<file path="src/rtl/glb_core_rd_xbar.sv">
// glb_core_rd_xbar
//   Read-request crossbar for a GLB tile: NUM_CH requesters onto NUM_BANKS banks.
//   Each bank arbitrates its candidates (fixed priority or round-robin) and
//   losers are back-pressured through rdrq_ready. A per-bank tag pipeline of
//   depth RD_LATENCY remembers which channel issued each bank read so the
//   returning data is steered back to that channel one cycle later.
//   Requests whose tile field differs from glb_tile_id are consumed without
//   any bank access or response.
//   Optional feature: define GLB_RD_XBAR_PERF_CNT_EN to add per-channel
//   saturating counters of accepted bank-bound requests (perf_grant_cnt).
//   Tile-field bits that fall above the top of the address are read as zero.

module glb_core_rd_xbar #(
   parameter int NUM_CH          = 4,
   parameter int NUM_BANKS       = 2,
   parameter int ADDR_WIDTH      = 22,
   parameter int BANK_ADDR_WIDTH = 17,
   parameter int TILE_SEL_WIDTH  = 5,
   parameter int DATA_WIDTH      = 64,
   parameter int RD_LATENCY      = 4
) (
   input  logic                                 clk,
   input  logic                                 reset,
   input  logic [TILE_SEL_WIDTH-1:0]            glb_tile_id,
   input  logic                                 cfg_rr_en,
   input  logic [NUM_CH-1:0]                    cfg_ch_en,
   input  logic [NUM_CH-1:0]                    rdrq_valid,
   input  logic [NUM_CH*ADDR_WIDTH-1:0]         rdrq_addr,
   output logic [NUM_CH-1:0]                    rdrq_ready,
   output logic [NUM_BANKS-1:0]                 bank_rd_en,
   output logic [NUM_BANKS*BANK_ADDR_WIDTH-1:0] bank_rd_addr,
   input  logic [NUM_BANKS-1:0]                 bank_rd_valid,
   input  logic [NUM_BANKS*DATA_WIDTH-1:0]      bank_rd_data,
   output logic [NUM_CH-1:0]                    rdrs_valid,
   output logic [NUM_CH*DATA_WIDTH-1:0]         rdrs_data,
   output logic                                 err_orphan
`ifdef GLB_RD_XBAR_PERF_CNT_EN
   ,
   output logic [NUM_CH*32-1:0]                 perf_grant_cnt
`endif
);

   localparam int BSEL_W   = (NUM_BANKS > 1) ? $clog2(NUM_BANKS) : 1;
   localparam int CH_W     = (NUM_CH > 1) ? $clog2(NUM_CH) : 1;
   localparam int TILE_LSB = BANK_ADDR_WIDTH + BSEL_W;

   // request decode
   logic [NUM_CH-1:0]          act_s;
   logic [NUM_CH-1:0]          tile_hit_s;
   logic [NUM_CH-1:0]          drop_s;
   logic [TILE_SEL_WIDTH-1:0]  tile_fld_s [NUM_CH];
   logic [BSEL_W-1:0]          bsel_s     [NUM_CH];
   logic [NUM_CH-1:0]          cand_s     [NUM_BANKS];

   // arbitration
   logic [NUM_BANKS-1:0]       gnt_vld_s;
   logic [CH_W-1:0]            gnt_ch_s   [NUM_BANKS];
   logic [CH_W-1:0]            rr_nxt_s   [NUM_BANKS];
   logic [BANK_ADDR_WIDTH-1:0] gnt_addr_s [NUM_BANKS];
   logic [NUM_CH-1:0]          ch_gnt_s;
   logic [CH_W-1:0]            rr_ptr_r   [NUM_BANKS];

   // issue stage and tag pipeline
   logic [CH_W-1:0]            bank_ch_r  [NUM_BANKS];
   logic                       tag_vld_r  [NUM_BANKS][RD_LATENCY];
   logic [CH_W-1:0]            tag_ch_r   [NUM_BANKS][RD_LATENCY];

   // response steering
   logic [NUM_CH-1:0]            rs_vld_nxt_s;
   logic [NUM_CH*DATA_WIDTH-1:0] rs_data_nxt_s;
   logic                         orphan_s;

   // Decode each channel's tile and bank fields into per-bank candidate masks.
   always_comb begin
      act_s      = '0;
      tile_hit_s = '0;
      drop_s     = '0;
      for (int i = 0; i < NUM_CH; i++) begin
         for (int t = 0; t < TILE_SEL_WIDTH; t++) begin
            int pos;
            int sel;
            pos = TILE_LSB + t;
            sel = (pos < ADDR_WIDTH) ? pos : 0;
            tile_fld_s[i][t] = (pos < ADDR_WIDTH) ? rdrq_addr[i*ADDR_WIDTH + sel] : 1'b0;
         end
         bsel_s[i]     = rdrq_addr[i*ADDR_WIDTH + BANK_ADDR_WIDTH +: BSEL_W];
         act_s[i]      = cfg_ch_en[i] & rdrq_valid[i];
         tile_hit_s[i] = (tile_fld_s[i] == glb_tile_id);
         drop_s[i]     = act_s[i] & ~tile_hit_s[i];
      end
      for (int b = 0; b < NUM_BANKS; b++) begin
         for (int i = 0; i < NUM_CH; i++) begin
            cand_s[b][i] = act_s[i] & tile_hit_s[i] & (bsel_s[i] == BSEL_W'(b));
         end
      end
   end

   // Per-bank arbitration: first candidate found scanning from ch0 (fixed) or from the RR pointer.
   always_comb begin
      gnt_vld_s = '0;
      ch_gnt_s  = '0;
      for (int b = 0; b < NUM_BANKS; b++) begin
         gnt_ch_s[b] = '0;
         for (int k = 0; k < NUM_CH; k++) begin
            int   idx;
            logic pick;
            idx  = cfg_rr_en ? ((int'(rr_ptr_r[b]) + k) % NUM_CH) : k;
            pick = ~gnt_vld_s[b] & cand_s[b][idx];
            gnt_ch_s[b]   = pick ? CH_W'(idx) : gnt_ch_s[b];
            ch_gnt_s[idx] = ch_gnt_s[idx] | pick;
            gnt_vld_s[b]  = gnt_vld_s[b] | pick;
         end
         rr_nxt_s[b]   = CH_W'((int'(gnt_ch_s[b]) + 1) % NUM_CH);
         gnt_addr_s[b] = gnt_vld_s[b] ?
                         rdrq_addr[int'(gnt_ch_s[b])*ADDR_WIDTH +: BANK_ADDR_WIDTH] :
                         {BANK_ADDR_WIDTH{1'b0}};
      end
   end

   // A request is consumed when its bank granted it or when it targets another tile.
   assign rdrq_ready = drop_s | ch_gnt_s;

   // Register bank commands; RR pointers only advance while round-robin is selected,
   // so toggling cfg_rr_en resumes from the pointer it left.
   always_ff @(posedge clk) begin
      if (reset) begin
         bank_rd_en   <= '0;
         bank_rd_addr <= '0;
         for (int b = 0; b < NUM_BANKS; b++) begin
            bank_ch_r[b] <= '0;
            rr_ptr_r[b]  <= '0;
         end
      end else begin
         bank_rd_en <= gnt_vld_s;
         for (int b = 0; b < NUM_BANKS; b++) begin
            bank_rd_addr[b*BANK_ADDR_WIDTH +: BANK_ADDR_WIDTH] <= gnt_addr_s[b];
            bank_ch_r[b] <= gnt_ch_s[b];
            if (cfg_rr_en && gnt_vld_s[b]) begin
               rr_ptr_r[b] <= rr_nxt_s[b];
            end
         end
      end
   end

   // Tag shift registers track {valid, channel} alongside the bank read latency.
   always_ff @(posedge clk) begin
      if (reset) begin
         for (int b = 0; b < NUM_BANKS; b++) begin
            for (int s = 0; s < RD_LATENCY; s++) begin
               tag_vld_r[b][s] <= 1'b0;
               tag_ch_r[b][s]  <= '0;
            end
         end
      end else begin
         for (int b = 0; b < NUM_BANKS; b++) begin
            for (int s = 1; s < RD_LATENCY; s++) begin
               tag_vld_r[b][s] <= tag_vld_r[b][s-1];
               tag_ch_r[b][s]  <= tag_ch_r[b][s-1];
            end
            tag_vld_r[b][0] <= bank_rd_en[b];
            tag_ch_r[b][0]  <= bank_ch_r[b];
         end
      end
   end

   // Steer each bank's returning data to the channel named by its tag; flag tag/valid disagreement.
   always_comb begin
      rs_vld_nxt_s  = '0;
      rs_data_nxt_s = '0;
      orphan_s      = 1'b0;
      for (int b = 0; b < NUM_BANKS; b++) begin
         orphan_s = orphan_s | (bank_rd_valid[b] ^ tag_vld_r[b][RD_LATENCY-1]);
         for (int i = 0; i < NUM_CH; i++) begin
            logic sel;
            sel = tag_vld_r[b][RD_LATENCY-1] & (tag_ch_r[b][RD_LATENCY-1] == CH_W'(i));
            rs_vld_nxt_s[i] = rs_vld_nxt_s[i] | sel;
            rs_data_nxt_s[i*DATA_WIDTH +: DATA_WIDTH] = rs_data_nxt_s[i*DATA_WIDTH +: DATA_WIDTH] |
               ({DATA_WIDTH{sel}} & bank_rd_data[b*DATA_WIDTH +: DATA_WIDTH]);
         end
      end
   end

   // Register responses and the sticky orphan flag.
   always_ff @(posedge clk) begin
      if (reset) begin
         rdrs_valid <= '0;
         rdrs_data  <= '0;
         err_orphan <= 1'b0;
      end else begin
         rdrs_valid <= rs_vld_nxt_s;
         rdrs_data  <= rs_data_nxt_s;
         err_orphan <= err_orphan | orphan_s;
      end
   end

`ifdef GLB_RD_XBAR_PERF_CNT_EN
   // Count bank-bound grants per channel, saturating at all-ones.
   always_ff @(posedge clk) begin
      if (reset) begin
         perf_grant_cnt <= '0;
      end else begin
         for (int i = 0; i < NUM_CH; i++) begin
            if (ch_gnt_s[i] && (perf_grant_cnt[i*32 +: 32] != 32'hFFFF_FFFF)) begin
               perf_grant_cnt[i*32 +: 32] <= perf_grant_cnt[i*32 +: 32] + 32'd1;
            end
         end
      end
   end
`endif

endmodule

</file>
<file path="config.mk">
export PLATFORM = sky130hd
export DESIGN_NAME = glb_core_rd_xbar
export DESIGN_NICKNAME = d
export VERILOG_FILES = /design/src/rtl/glb_core_rd_xbar.sv
export SDC_FILE = /design/constraint.sdc
export NUM_CORES = 1
export LEC_CHECK = 0
export CELL_PAD_IN_SITES_DETAIL_PLACEMENT = 0
export CELL_PAD_IN_SITES_GLOBAL_PLACEMENT = 2
export CORE_MARGIN = 4
export CORE_UTILIZATION = 23
export CTS_BUF_LIST = sky130_fd_sc_hd__clkbuf_4
export DETAILED_ROUTE_END_ITERATION = 10
export PLACE_DENSITY = 0.85
export SYNTH_ARGS = -nofsm -noshare
export SYNTH_HDL_FRONTEND = slang
export SYNTH_SLANG_ARGS = --single-unit
</file>
<file path="constraint.sdc">
create_clock -name clk -period 3 [get_ports clk]
set_input_delay 0.3 -clock clk [delete_from_list [all_inputs] [get_ports clk]]
set_output_delay 0.3 -clock clk [all_outputs]
set_load 0.05 [all_outputs]
</file>
==> impl_metrics.csv, run 1 <==
group,metric,value,unit
outcome,outcome,"finished, violations left",
outcome,violations,"negative setup slack",
clock_tree,path_clk_slew,0.07,ns
synthesis,syn_avg_cell_area,9.53,um^2
synthesis,netlist_top_cells_count,"dfxtp_1, nor2_1, a22oi_1",
cells_and_area,final_cell_area,21300,um^2
sta,fmaxAchievable,0.275,GHz
job,maxCapViolCount,0,
power_and_ir_drop,ir_worst_vdd,0.000248,V
worst_setup_path,cp.arrival,3.33,ns
floorplanning,num_rows,86,
synthesis,synth_edf_count,4,
synthesis,yosys_register_bits,329,
clock_tree,htree_levels,3,
floorplanning,core_area,55100,um^2
worst_setup_path,cp.required,2.70,ns
floorplanning,die_h,244,um
synthesis,synth_top_area_share,50.8,%
placement,place.gp.congestion,0.862,
synthesis,seq_area_frac_synth,51.8,%
power_and_ir_drop,power.leakage,7.90,nW
sta,rsz0062_at_grt,"yes",
sta,worstMarginPinSlew,0.841,ns
worst_setup_path,cpPeakStageDelay,0.50,ns
global_routing,grt_max_degree,150,
cells_and_area,syn2layout_area_growth,66.2,%
synthesis,ys_async_sr_fraction,0,%
sta,finalClockSkew,0.0886,ns
sta,min_period,3.63,ns
synthesis,yosys_warnings,0,
placement,portBuffers,534,
route,drc,0,
worst_setup_path,endpoint_kind,"output port",
worst_setup_path,path_max_fanout,4,
worst_setup_path,path_class,"reg2out",
synthesis,synth_area,12800,um^2
clock_tree,cts_root_buf,"clkbuf_4",
power_and_ir_drop,power_per_cell_area,457,nW/um^2
synthesis,netlist.top_cell.by_area,"dfxtp_1",
floorplanning,initial_core_util,23.2,%
cells_and_area,fin_cells,2819,
sta,layout_worst_path_cycle_share,121,%
route,routed_wl,57.1,mm
sta,max-slew-margin-rel,43.9,%
route,wl_per_cell,20.3,um
placement,place_inst,2638,
clock_tree,clock-sinks,329,
cells_and_area,drive_gt1_share,17.1,%
worst_setup_path,crit_slowest_cell,"or4b_4",
global_routing,grt_antenna_before_repair,3,
route,detailedRoute.firstPassIterationCount,6,
floorplanning,ios,535,
global_routing,grt_overflow,0,
sta,slew_violations,0,
global_routing,grt_pass1_wl,84.8,mm
global_routing,first_global_vias,13700,
placement,dp_hpwl,39.9,mm
clock_tree,cts_tree,"done",
clock_tree,cts_made_buffers,96,
floorplanning,die_w,244,um
floorplanning,die-area,59500,um^2
worst_setup_path,cp_cell_sequence,"and2_4, nand2_4, or3_4, a2111oi_4, nor2_2, or4b_4, o211ai_4, nor4b_4, a31oi_4, buf_6",
synthesis,synthFlopType,"dfxtp_1",
route,viasPerCell,4.73,
cells_and_area,final_nets,2228,
synthesis,synthCells,1343,
hold_path,hold_class,"in2reg",
clock_tree,clkLatencyLatePin,0.83,ns
clock_tree,clock_path_buffers,3,
synthesis,synthTopCellsByArea,"dfxtp_1, a22oi_1, nor2_1",
route,routed-via-count,13300,
sta,setup_viol,4,
route,drtAntennaViolNets,0,
synthesis,synth_fp_nets,1577,
synthesis,post-synth-top-count-cell,"dfxtp_1",
synthesis,ys_types,77,
route,first_iter_violations,698,
worst_setup_path,start_kind,"flip-flop",
sta,hold_violations,0,
global_routing,grt_use_total,18.4,%
placement,placed_area,19900,um^2
sta,setup_slack,-0.635,ns
cells_and_area,final_util,38.6,%
-- through the flow --
| stage | hold slack (ns) | setup TNS [ns] | power, mW | worst slack (ns) |
|---|---|---|---|---|
| floorplan | 0.414 | -0.0395 | 4.83 | -0.0197 |
| global placement | 0.419 | -18.61 | 5.42 | -0.687 |
| detailed placement | 0.420 | -20.12 | 5.42 | -0.686 |
| CTS | 0.0295 | -2.90 | 9.90 | -0.752 |
| global route | 0.0718 | -3.20 | 10.2 | -0.839 |
| finish | 0.185 | -2.40 | 9.72 | -0.635 |
-- flip-flops by register name, indices dropped and copies added, names as in the netlist, 2 cells and up --
signal	count
bank_rd_addr	34
tag_vld_r	8
bank_ch_r	4
bank_rd_en	2
rdrs_data	256
tag_ch_r	16
rr_ptr_r	4
rdrs_valid	4
-- path summary, 6_finish.rpt --
path              cells past startpoint        endpoint  slack, ns              from
hold / removal                        3  rdrs_data[155]       0.18  bank_rd_data[27]
hold reg to reg                       1  tag_ch_r[1][4]       0.43    tag_ch_r[1][6]
setup / recovery                     10   rdrq_ready[1]      -0.63    rr_ptr_r[0][1]
setup reg to reg                     13  rr_ptr_r[0][3]       0.21    rr_ptr_r[0][1]
-- routing by layer --
metal	vias to the layer above	GRT usage [%]	share of wire, %
li1	6196	-	-
met1	6364	21.6	40
met2	677	31.3	48
met3	101	6.28	9.5
met4	4	6.30	2.3
met5	-	0	0.046
-- cells in the final DEF, fill, tap and decap left out, types with 5 or more instances in the layout --
| master | synthesis | routed |
|---|---|---|
| a211oi_1 | 8 | 8 |
| a21oi_1 | 15 | 14 |
| a22oi_1 | 257 | 257 |
| and2_1 | 7 | 6 |
| buf_12 | 0 | 17 |
| buf_4 | 3 | 118 |
| clkbuf_4 | 0 | 131 |
| clkdlybuf4s50_1 | 0 | 529 |
| clkinv_1 | 0 | 21 |
| clkinv_2 | 1 | 15 |
| dfxtp_1 | 325 | 325 |
| inv_1 | 7 | 7 |
| mux2i_1 | 65 | 65 |
| nand2_1 | 32 | 30 |
| nand3_1 | 13 | 12 |
| nor2_1 | 300 | 293 |
| nor2_4 | 1 | 5 |
| nor2b_1 | 24 | 24 |
| nor3_1 | 11 | 11 |
| nor4b_1 | 7 | 5 |
| o21ai_0 | 8 | 6 |
| o22ai_1 | 28 | 28 |
| o31ai_1 | 5 | 5 |
| xnor2_1 | 5 | 5 |
| xor2_1 | 17 | 16 |
-- cell type report --
| cell class | count | area, um^2 |
|---|---|---|
| diodes | 2 | 5.00 |
| clock buffers | 131 | 983 |
| clock inverters | 42 | 277 |
| fillers | 5598 | 33800 |
| inverters | 8 | 31.3 |
| multi-input cells | 890 | 5830 |
| flip-flops and latches | 329 | 6630 |
| well taps | 748 | 936 |
| repair buffers | 669 | 6580 |
-- what timing repair did --
action	in CTS	in global routing
hold buffers	1	0
endpoints found under the setup margin	4	4
hold endpoints to repair	47	0
gates cloned	0	0
resized for setup	18	5
pin swaps	8	5
setup buffers	3	2
-- logic make-up (layout without fill, tap and decap cells) --
family	after synthesis	count (layout)	share of synthesized area, %
flops	329	329	51.8
mux	72	72	5.79
other cells	0	2	0
simple gates	435	435	15.1
buf+inv	124	850	4.43
xor+xnor	22	22	1.51
compound gates	361	361	21.4
-- where the power goes --
group | internal (mW) | total [mW] | switching (mW)
clock network | 2.31 | 4.38 | 2.07
registers | 4.39 | 4.40 | 0.0108
logic | 0.487 | 0.943 | 0.456
total | 7.19 | 9.72 | 2.53
-- critical path: cells and delay by family, from the launching register on --
family / cells / cell delay (ns)
buffers and inverters: 1 / 0.18
AO/OA/AOI/OAI: 3 / 0.65
flip-flops: 1 / 0.46
AND/OR/NAND/NOR: 6 / 1.28
Power figures use the tool's default switching activity.
==> run 2: changes to the inputs <==
--- a/config.mk
+++ b/config.mk
@@ -10,6 +10,7 @@
 export CORE_MARGIN = 4
 export CORE_UTILIZATION = 23
 export CTS_BUF_LIST = sky130_fd_sc_hd__clkbuf_4
+export CTS_CLUSTER_SIZE = 16
 export DETAILED_ROUTE_END_ITERATION = 10
 export PLACE_DENSITY = 0.85
 export SYNTH_ARGS = -nofsm -noshare
==> results of run 2 <==
No change in the layout: final DEF, timing and power equal those of run 1.
==> run 3: changes to the inputs <==
--- a/config.mk
+++ b/config.mk
@@ -7,6 +7,7 @@
 export LEC_CHECK = 0
 export CELL_PAD_IN_SITES_DETAIL_PLACEMENT = 0
 export CELL_PAD_IN_SITES_GLOBAL_PLACEMENT = 2
+export CORE_ASPECT_RATIO = 0.6
 export CORE_MARGIN = 4
 export CORE_UTILIZATION = 23
 export CTS_BUF_LIST = sky130_fd_sc_hd__clkbuf_4
==> run 3 against run 2 <==
Effect of this change: the run still ends with negative setup slack left; critical endpoint is now rdrq_ready[2]; first-iteration DRC count rose by 43%; design area shrank 0.83%; final cell count down 1.2%; largest cell class unchanged; sequential power about the same; critical path type is now in2out.
==> impl_metrics.csv, run 3 (synthesized netlist as in run 1, its figures left out) <==
group,metric,value,unit
worst_setup_path,cpPeakStageDelay,0.53,ns
global_routing,grt_overflow,0,
outcome,outcome,"finished, violations left",
placement,place_inst,2631,
sta,min_period,3.75,ns
sta,hold_violations,0,
hold_path,hold_class,"in2reg",
floorplanning,core_area,54600,um^2
worst_setup_path,r2r_cells,9,
global_routing,first_global_vias,13500,
clock_tree,htree_levels,3,
global_routing,grt_max_degree,134,
worst_setup_path,cp.required,2.70,ns
clock_tree,clock_path_buffers,3,
cells_and_area,syn2layout_area_growth,64.8,%
worst_setup_path,r2r-end,"bank_rd_addr[32]",
cells_and_area,layout_commonest_cell,"clkdlybuf4s50_1",
worst_setup_path,endpoint_kind,"output port",
worst_setup_path,start_kind,"input port",
route,detailedRoute.firstPassIterationCount,8,
sta,rsz0062_at_grt,"yes",
hold_path,hold_depth,3,
cells_and_area,drive_gt1_share,15.9,%
clock_tree,cts_root_buf,"clkbuf_4",
power_and_ir_drop,ir_worst_vdd,0.000211,V
floorplanning,num_rows,66,
hold_path,hold_end,"bank_rd_addr[15]",
floorplanning,die_h,191,um
sta,slew_violations,0,
worst_setup_path,crit_family,"compound AO/OA/AOI/OAI gates",
worst_setup_path,cp_cell_sequence,"clkdlybuf4s50_1, buf_4, xor2_1, nor4b_1, buf_4, and2_4, nand3_1, a2111oi_0, nor3_1, o21a_1, a31o_2, o21ai_4, buf_12",
worst_setup_path,r2r_slack,0.25,ns
sta,finalClockSkew,0.0631,ns
worst_setup_path,path_max_fanout,4,
cells_and_area,fin_cells,2786,
global_routing,grt_use_total,18.7,%
cells_and_area,biggestRegsByFlops,"rdrs_data (256), bank_rd_addr (34), tag_ch_r (16)",
placement,portBuffers,534,
placement,place.gp.congestion,0.900,
route,viasPerCell,4.78,
cells_and_area,largest_reg_flops,256,
route,routed-via-count,13300,
global_routing,grt_pass1_wl,85.1,mm
route,wl_per_cell,20.9,um
cells_and_area,final.fill_count,5461,
worst_setup_path,r2r-start,"rr_ptr_r[0][2]",
worst_setup_path,cp_common_cell,"buf_4",
floorplanning,initial_core_util,23.5,%
route,routed_wl,58.3,mm
cells_and_area,top_register,"rdrs_data",
worst_setup_path,cp-startpoint,"glb_tile_id[0]",
worst_setup_path,cp.arrival,3.45,ns
sta,setup_slack,-0.750,ns
floorplanning,ios,535,
placement,dp_hpwl,42.1,mm
clock_tree,clock-sinks,329,
cells_and_area,regArea,6630,um^2
worst_setup_path,crit_slowest_cell,"clkdlybuf4s50_1",
route,drc,0,
sta,worstMarginPinSlew,0.708,ns
worst_setup_path,path_class,"in2out",
route,first_iter_violations,1000,
clock_tree,path_clk_slew,0.07,ns
floorplanning,die-area,59600,um^2
cells_and_area,final_util,38.6,%
power_and_ir_drop,power_per_cell_area,444,nW/um^2
floorplanning,die_w,313,um
sta,setup_viol,4,
sta,max-slew-margin-rel,52.6,%
route,drtAntennaViolNets,0,
sta,fmaxAchievable,0.267,GHz
clock_tree,clkLatencyLatePin,0.83,ns
outcome,violations,"negative setup slack",
cells_and_area,final_nets,2210,
clock_tree,cts_tree,"done",
cells_and_area,final_cell_mix,"clkdlybuf4s50_1, dfxtp_1, nor2_1",
power_and_ir_drop,power.leakage,7.75,nW
job,maxCapViolCount,0,
global_routing,grt_antenna_before_repair,6,
worst_setup_path,critPathBufInv,4,
hold_path,min-delay-start,"rdrq_addr[37]",
clock_tree,cts_made_buffers,86,
cells_and_area,multi_input_area,5850,um^2
sta,layout_worst_path_cycle_share,125,%
## run 3: cell type report
cell class | instances | area share (%)
Antenna cell | 6 | 0.0712
Clock buffer | 119 | 4.24
Clock inverter | 25 | 0.884
Inverter | 8 | 0.148
Multi-Input combinational cell | 890 | 27.8
Sequential cell | 329 | 31.4
Tap cell | 748 | 4.44
Timing Repair Buffer | 661 | 31.1
## run 3: per-layer routing
layer	share of wire [%]	vias up	track usage (%)
met5	0.015	-	0
met4	3.0	2	7.35
met3	8.6	113	6.08
met2	43	625	27.9
met1	45	6422	25.0
li1	-	6166	-
## run 3: how the worst max path moves through the flow
stage                    end  slack (ns)  cells after the start
4_1_cts        rdrq_ready[0]       -0.82                     10
3_3_place_gp   rdrq_ready[3]       -0.83                     13
3_5_place_dp   rdrq_ready[1]       -0.91                     13
6_report       rdrq_ready[2]       -0.75                     13
2_1_floorplan  rdrq_ready[0]       -0.02                     10
5_1_grt        rdrq_ready[0]       -0.96                     10
## run 3: metrics by stage
step	TNS (ns)	setup WS (ns)	area, um^2	power, mW	hold slack (ns)
after floorplan	-0.0395	-0.0197	12900	4.83	0.414
after global placement	-24.83	-0.828	19800	5.42	0.421
after detailed placement	-27.64	-0.910	19800	5.43	0.425
after CTS	-3.19	-0.816	21000	9.53	0.0233
after global routing	-3.78	-0.956	21100	9.83	0.0791
final	-2.89	-0.750	21100	9.37	0.157
## run 3: repair_timing
item                                   in CTS  in global routing
endpoints found under the hold margin      80                  0
pin swaps                                   4                  8
setup endpoints to repair                   4                  4
resized for setup                          15                  8
hold buffers                                1                  0
buffers inserted                            2                  2
## run 3: power breakdown
group / switching [mW] / leakage, nW / internal, mW / total, mW
sequential: 0.00894 / 2.66 / 4.39 / 4.40
combinational: 0.474 / 4.45 / 0.488 / 0.962
clock: 1.93 / 0.638 / 2.09 / 4.01
## run 3: worst min-delay path, delay by kind of cell
family,cells,cell delay (ns)
AO/OA/AOI/OAI,1,0.08
multiplexers,1,0.14
buffers and inverters,1,0.42
